### config.mk
export PLATFORM = sky130hd
export DESIGN_NAME = smg_encode_module
export DESIGN_NICKNAME = d
export VERILOG_FILES = /design/src/rtl/smg_encode_module.sv
export SDC_FILE = /design/constraint.sdc
export NUM_CORES = 1
export LEC_CHECK = 0
export ABC_CLOCK_PERIOD_IN_PS = 2700
export BUFFER_PORTS_ARGS = -buffer_cell sky130_fd_sc_hd__buf_2
export CORE_MARGIN = 2
export CORE_UTILIZATION = 25
export DETAILED_ROUTE_END_ITERATION = 10
export MAX_ROUTING_LAYER = met4
export SLEW_MARGIN = 20
export SYNTH_ARGS = -nofsm -noshare
export SYNTH_HDL_FRONTEND = slang
export SYNTH_SLANG_ARGS = --single-unit
export TNS_END_PERCENT = 10
### constraint.sdc
create_clock -name clk_i -period 2.7 [get_ports clk_i]
set_input_delay 0.27 -clock clk_i [delete_from_list [all_inputs] [get_ports clk_i]]
set_output_delay 0.27 -clock clk_i [all_outputs]
set_load 0.02 [all_outputs]
### src/rtl/smg_encode_module.sv
// rtl/smg_encode_module.sv - 20-bit binary to six seven-segment patterns via sequential double-dabble
module smg_encode_module #(
  parameter bit SEG_ACTIVE_LOW = 1'b1
) (
  input  logic        clk_i,
  input  logic        rst_i,
  input  logic        start_i,
  input  logic [19:0] value_i,
  input  logic [5:0]  dp_i,
  input  logic        blank_en_i,
  output logic        busy_o,
  output logic        done_o,
  output logic        ovf_o,
  output logic [7:0]  smg_1_o,
  output logic [7:0]  smg_2_o,
  output logic [7:0]  smg_3_o,
  output logic [7:0]  smg_4_o,
  output logic [7:0]  smg_5_o,
  output logic [7:0]  smg_6_o
);

  typedef enum logic [1:0] {
    S_IDLE = 2'd0,
    S_CONV = 2'd1,
    S_ENC  = 2'd2
  } state_t;

  localparam logic [7:0]  BLANK_PAT = SEG_ACTIVE_LOW ? 8'hFF : 8'h00;
  localparam logic [19:0] MAX_DEC   = 20'd999999;

  state_t          state_q, state_d;
  logic [19:0]     val_q, val_d;
  logic [19:0]     bin_q, bin_d;
  logic [23:0]     bcd_q, bcd_d;
  logic [4:0]      cnt_q, cnt_d;
  logic [5:0]      dp_q, dp_d;
  logic            blank_q, blank_d;
  logic            busy_q, busy_d;
  logic            done_q, done_d;
  logic            ovf_q, ovf_d;
  logic [5:0][7:0] seg_q, seg_d;

  logic [23:0]     bcd_adj;
  logic [5:0][7:0] enc_pat;
  logic            is_ovf;

  function automatic logic [7:0] digit_code(input logic [3:0] d);
    case (d)
      4'd0:    digit_code = 8'h3F;
      4'd1:    digit_code = 8'h06;
      4'd2:    digit_code = 8'h5B;
      4'd3:    digit_code = 8'h4F;
      4'd4:    digit_code = 8'h66;
      4'd5:    digit_code = 8'h6D;
      4'd6:    digit_code = 8'h7D;
      4'd7:    digit_code = 8'h07;
      4'd8:    digit_code = 8'h7F;
      4'd9:    digit_code = 8'h6F;
      default: digit_code = 8'h40;
    endcase
  endfunction

  // Add-3 correction applied to every nibble before the shift.
  always_comb begin
    bcd_adj = '0;
    for (int i = 0; i < 6; i++) begin
      if (bcd_q[4*i +: 4] >= 4'd5) begin
        bcd_adj[4*i +: 4] = bcd_q[4*i +: 4] + 4'd3;
      end else begin
        bcd_adj[4*i +: 4] = bcd_q[4*i +: 4];
      end
    end
  end

  // Walk from the most significant digit so lead_zero tracks "this and all higher digits are 0".
  always_comb begin
    logic       lead_zero;
    logic [3:0] nib;
    logic [7:0] pat;
    is_ovf    = (val_q > MAX_DEC);
    lead_zero = 1'b1;
    enc_pat   = '0;
    nib       = '0;
    pat       = '0;
    for (int i = 5; i >= 0; i--) begin
      nib       = bcd_q[4*i +: 4];
      lead_zero = lead_zero & (nib == 4'd0);
      if (is_ovf) begin
        pat = 8'h40;
      end else if (blank_q && lead_zero && (i != 0)) begin
        pat = 8'h00;
      end else begin
        pat = digit_code(nib);
      end
      pat        = pat | {dp_q[i], 7'b0};
      enc_pat[i] = SEG_ACTIVE_LOW ? ~pat : pat;
    end
  end

  always_comb begin
    state_d = state_q;
    val_d   = val_q;
    bin_d   = bin_q;
    bcd_d   = bcd_q;
    cnt_d   = cnt_q;
    dp_d    = dp_q;
    blank_d = blank_q;
    busy_d  = busy_q;
    done_d  = 1'b0;
    ovf_d   = ovf_q;
    seg_d   = seg_q;
    case (state_q)
      S_IDLE: begin
        if (start_i) begin
          val_d   = value_i;
          bin_d   = value_i;
          dp_d    = dp_i;
          blank_d = blank_en_i;
          bcd_d   = '0;
          cnt_d   = '0;
          busy_d  = 1'b1;
          state_d = S_CONV;
        end
      end
      S_CONV: begin
        bcd_d = {bcd_adj[22:0], bin_q[19]};
        bin_d = {bin_q[18:0], 1'b0};
        cnt_d = cnt_q + 5'd1;
        if (cnt_q == 5'd19) begin
          state_d = S_ENC;
        end
      end
      S_ENC: begin
        seg_d   = enc_pat;
        ovf_d   = is_ovf;
        done_d  = 1'b1;
        busy_d  = 1'b0;
        state_d = S_IDLE;
      end
      default: begin
        busy_d  = 1'b0;
        state_d = S_IDLE;
      end
    endcase
  end

  always_ff @(posedge clk_i) begin
    if (rst_i) begin
      state_q <= S_IDLE;
      val_q   <= '0;
      bin_q   <= '0;
      bcd_q   <= '0;
      cnt_q   <= '0;
      dp_q    <= '0;
      blank_q <= 1'b0;
      busy_q  <= 1'b0;
      done_q  <= 1'b0;
      ovf_q   <= 1'b0;
      seg_q   <= {6{BLANK_PAT}};
    end else begin
      state_q <= state_d;
      val_q   <= val_d;
      bin_q   <= bin_d;
      bcd_q   <= bcd_d;
      cnt_q   <= cnt_d;
      dp_q    <= dp_d;
      blank_q <= blank_d;
      busy_q  <= busy_d;
      done_q  <= done_d;
      ovf_q   <= ovf_d;
      seg_q   <= seg_d;
    end
  end

  assign busy_o  = busy_q;
  assign done_o  = done_q;
  assign ovf_o   = ovf_q;
  assign smg_1_o = seg_q[0];
  assign smg_2_o = seg_q[1];
  assign smg_3_o = seg_q[2];
  assign smg_4_o = seg_q[3];
  assign smg_5_o = seg_q[4];
  assign smg_6_o = seg_q[5];

endmodule

==> impl_metrics.yaml <==
critical_path:
  cp-start-kind: "register"
  arrival_ps: 2790
  cp_max_fo: 7
  cp-startpoint: "bcd_q[21]"
  ff2ff_path_depth: 8
  r2r_start: "bcd_q[21]"
  crit_type: "reg2reg"
  critPathCaptureType: "register"
  r2r_slack_ps: 220
  required_ps: 3010
pwr:
  power_switching_w: 0.00128
  pwr-share-clk: 0.460
  p_per_area_nw_per_um2: 569
  p_int_w: 0.00398
  sw_frac_of_total: 0.243
  power_w: 0.00525
  pwr-share-comb: 0.059
  seq_power_share: 0.480
  leakagePower_nw: 3.69
  ir_drop_mv: 0.408
detailed_routing:
  firstDrtPassIters: 6
  via_count: 6449
  wl_mm: 19.2
  wire_per_inst_um: 13.9
  ant_nets: 0
  avgViaCountPerCell: 4.67
  drc: 0
  drt_iter0_drc: 472
floorplanning:
  design.portCount: 81
  start_util: 0.254
  die-height_um: 181
  core_um2: 30700
  die_area_um2: 32600
  die_w_um: 181
  rows: 64
hold_path:
  hold_class: "in2reg"
  hp-start: "dp_i[0]"
  hold_path_depth: 3
  hold_end: "dp_q[0]"
synth:
  synth_area_um2: 7800
  syn_inst: 906
  synth_fa_ha_area_frac: 0.0866
  synth_compound_area_frac: 0.239
  synthMuxAreaShare: 0.00401
  ys_ff_latch: 165
  synth-xor-area-share: 0.00561
  synthArstFlopShare: 0
  synthTopCellsByArea: "dfxtp_1, ha_1, a21oi_1"
  synth_top_family_by_area: "compound AO/OA/AOI/OAI gates"
  synth_common_cells: "dfxtp_1, nor2_1, a21oi_1, nand2_1, ha_1"
  yosysWarningCount: 0
  synth_nets: 990
  yosysUniqueCellTypes: 68
  post-synth-top-area-cell: "dfxtp_1"
  synthFlopType: "dfxtp_1"
  ys_seq_area_frac: 0.423
  synth_most_common_cell: "dfxtp_1"
  synth_top_area_share: 0.423
  avgSynthCellArea_um2: 8.61
  synth_edf_count: 0
  synth-simple-area-share: 0.183
timing:
  max_freq_ghz: 0.403
  tns_ps: 0
  tightest_slew_ps: 676
  post-route-period-util: 0.920
  slew_headroom: 0.547
  slew_viol_final: 0
  setup_viol: 0
  period_minus_slack_ps: 2480
  fin_worst_skew_ps: 14.0
  rsz0062_at_grt: "no"
  finalHoldViolations: 0
cells_and_area:
  area_delta_synth_final_pct: 18.3
  nets: 1056
  final-seq-area_um2: 3300
  multiInputGateArea_um2: 4060
  drive_gt1_frac: 0.189
  n_fill_cell: 3226
clock_network:
  numCtsBuffers: 17
  clk_pin_slew_worst_paths_ps: 70
  clkLatencyLatePin_ps: 430
  cts_tree: "yes"
  clock-root-buffer: "clkbuf_16"
  cts.sinks: 165
  clk_path_buf_depth: 2
  htreeDepth: 4
  post_cts_buffers: 0
global_routing:
  antenna_found_initial: 1
  grt-ovfl-total: 0
  grt_pass1_vias: 5930
  grtUsageTotal: 0.121
  grt_max_degree: 59
  grt_pass1_wl_mm: 31.2
placed_design:
  gp_congestion: 0.797
  place_hpwl_mm: 13.3
  port_buffers: 80
status:
  status: "complete, no violations"
run:
  maxCapViolCount: 0
==> worst max-delay path by stage <==
| stage | slack, ps | to | cells past startpoint |
|---|---|---|---|
| 2_1_floorplan | 290 | register | 8 |
| 5_1_grt | 50 | register | 9 |
| 3_5_place_dp | 190 | register | 9 |
| 6_report | 220 | register | 8 |
| 3_3_place_gp | 290 | register | 8 |
| 4_1_cts | 140 | register | 9 |
==> layout by cell type, fill, tap and decap left out, drive strengths merged, types with 15 or more instances in the layout <==
master	instances
clkbuf	18
nand2	66
a21oi	105
inv	57
o21ai	34
buf	104
nand3	16
nor2	128
a21o	15
ha	54
dfxtp	165
a2111oi	19
==> power by group through the flow <==
stage / sequential (W) / combinational (W) / clock, W
3_5_place_dp: 0.00258 / 0.000312 / 0
3_3_place_gp: 0.00258 / 0.000308 / 0
2_1_floorplan: 0.00257 / 0.000213 / 0
5_1_grt: 0.00253 / 0.000350 / 0.00258
6_report: 0.00252 / 0.000312 / 0.00242
4_1_cts: 0.00252 / 0.000314 / 0.00249
==> per-stage QoR <==
step	worst slack [ps]	utilization	instances	hold WS (ps)	cell area (um^2)
2_1_floorplan	289	-	906	383	7800
3_3_place_gp	288	0.281	1349	389	8630
3_5_place_dp	187	0.281	1349	391	8630
4_1_cts	142	0.300	1380	62.0	9210
5_1_grt	46.8	0.301	1381	73.8	9230
6_report	216	0.301	1381	86.4	9230
==> layer usage <==
layer  vias up  part of all wire  global-route usage
li1       3310                 -                   -
met1      3018              0.51               0.166
met2       106              0.45               0.180
met3        15             0.037              0.0267
met4         0            0.0098              0.0294
met5         -                 0                   -
==> timing repair <==
item / CTS / global route
setup endpoints to repair: 0 / 9
hold buffers: 0 / 0
gates resized for setup: 0 / 4
==> final cells by class <==
| type | count | share of cell area |
|---|---|---|
| antenna | 1 | 0.000271 |
| clock buffer | 18 | 0.0465 |
| clock inverter | 13 | 0.0164 |
| inverter | 54 | 0.0221 |
| multi-input combinational | 630 | 0.440 |
| sequential | 165 | 0.358 |
| tap | 396 | 0.0537 |
| timing repair buffer | 104 | 0.0629 |
==> worst max-delay path: stages (launching register included) <==
cell,delay [ps]
dfxtp_1,330
inv_1,90
ha_1,180
nand2b_1,190
a2111oi_0,520
a211oi_2,190
ha_1,220
or4_1,540
o311ai_0,120
==> kinds of logic after synthesis <==
family,count (synthesis)
AOI/OAI and AO/OA,265
and+or+nand+nor,303
adders and majority gates,54
buffers and inverters,111
DFF,165
xor gates and xnor gates,5
muxes,3
Power figures use the tool's default switching activity.
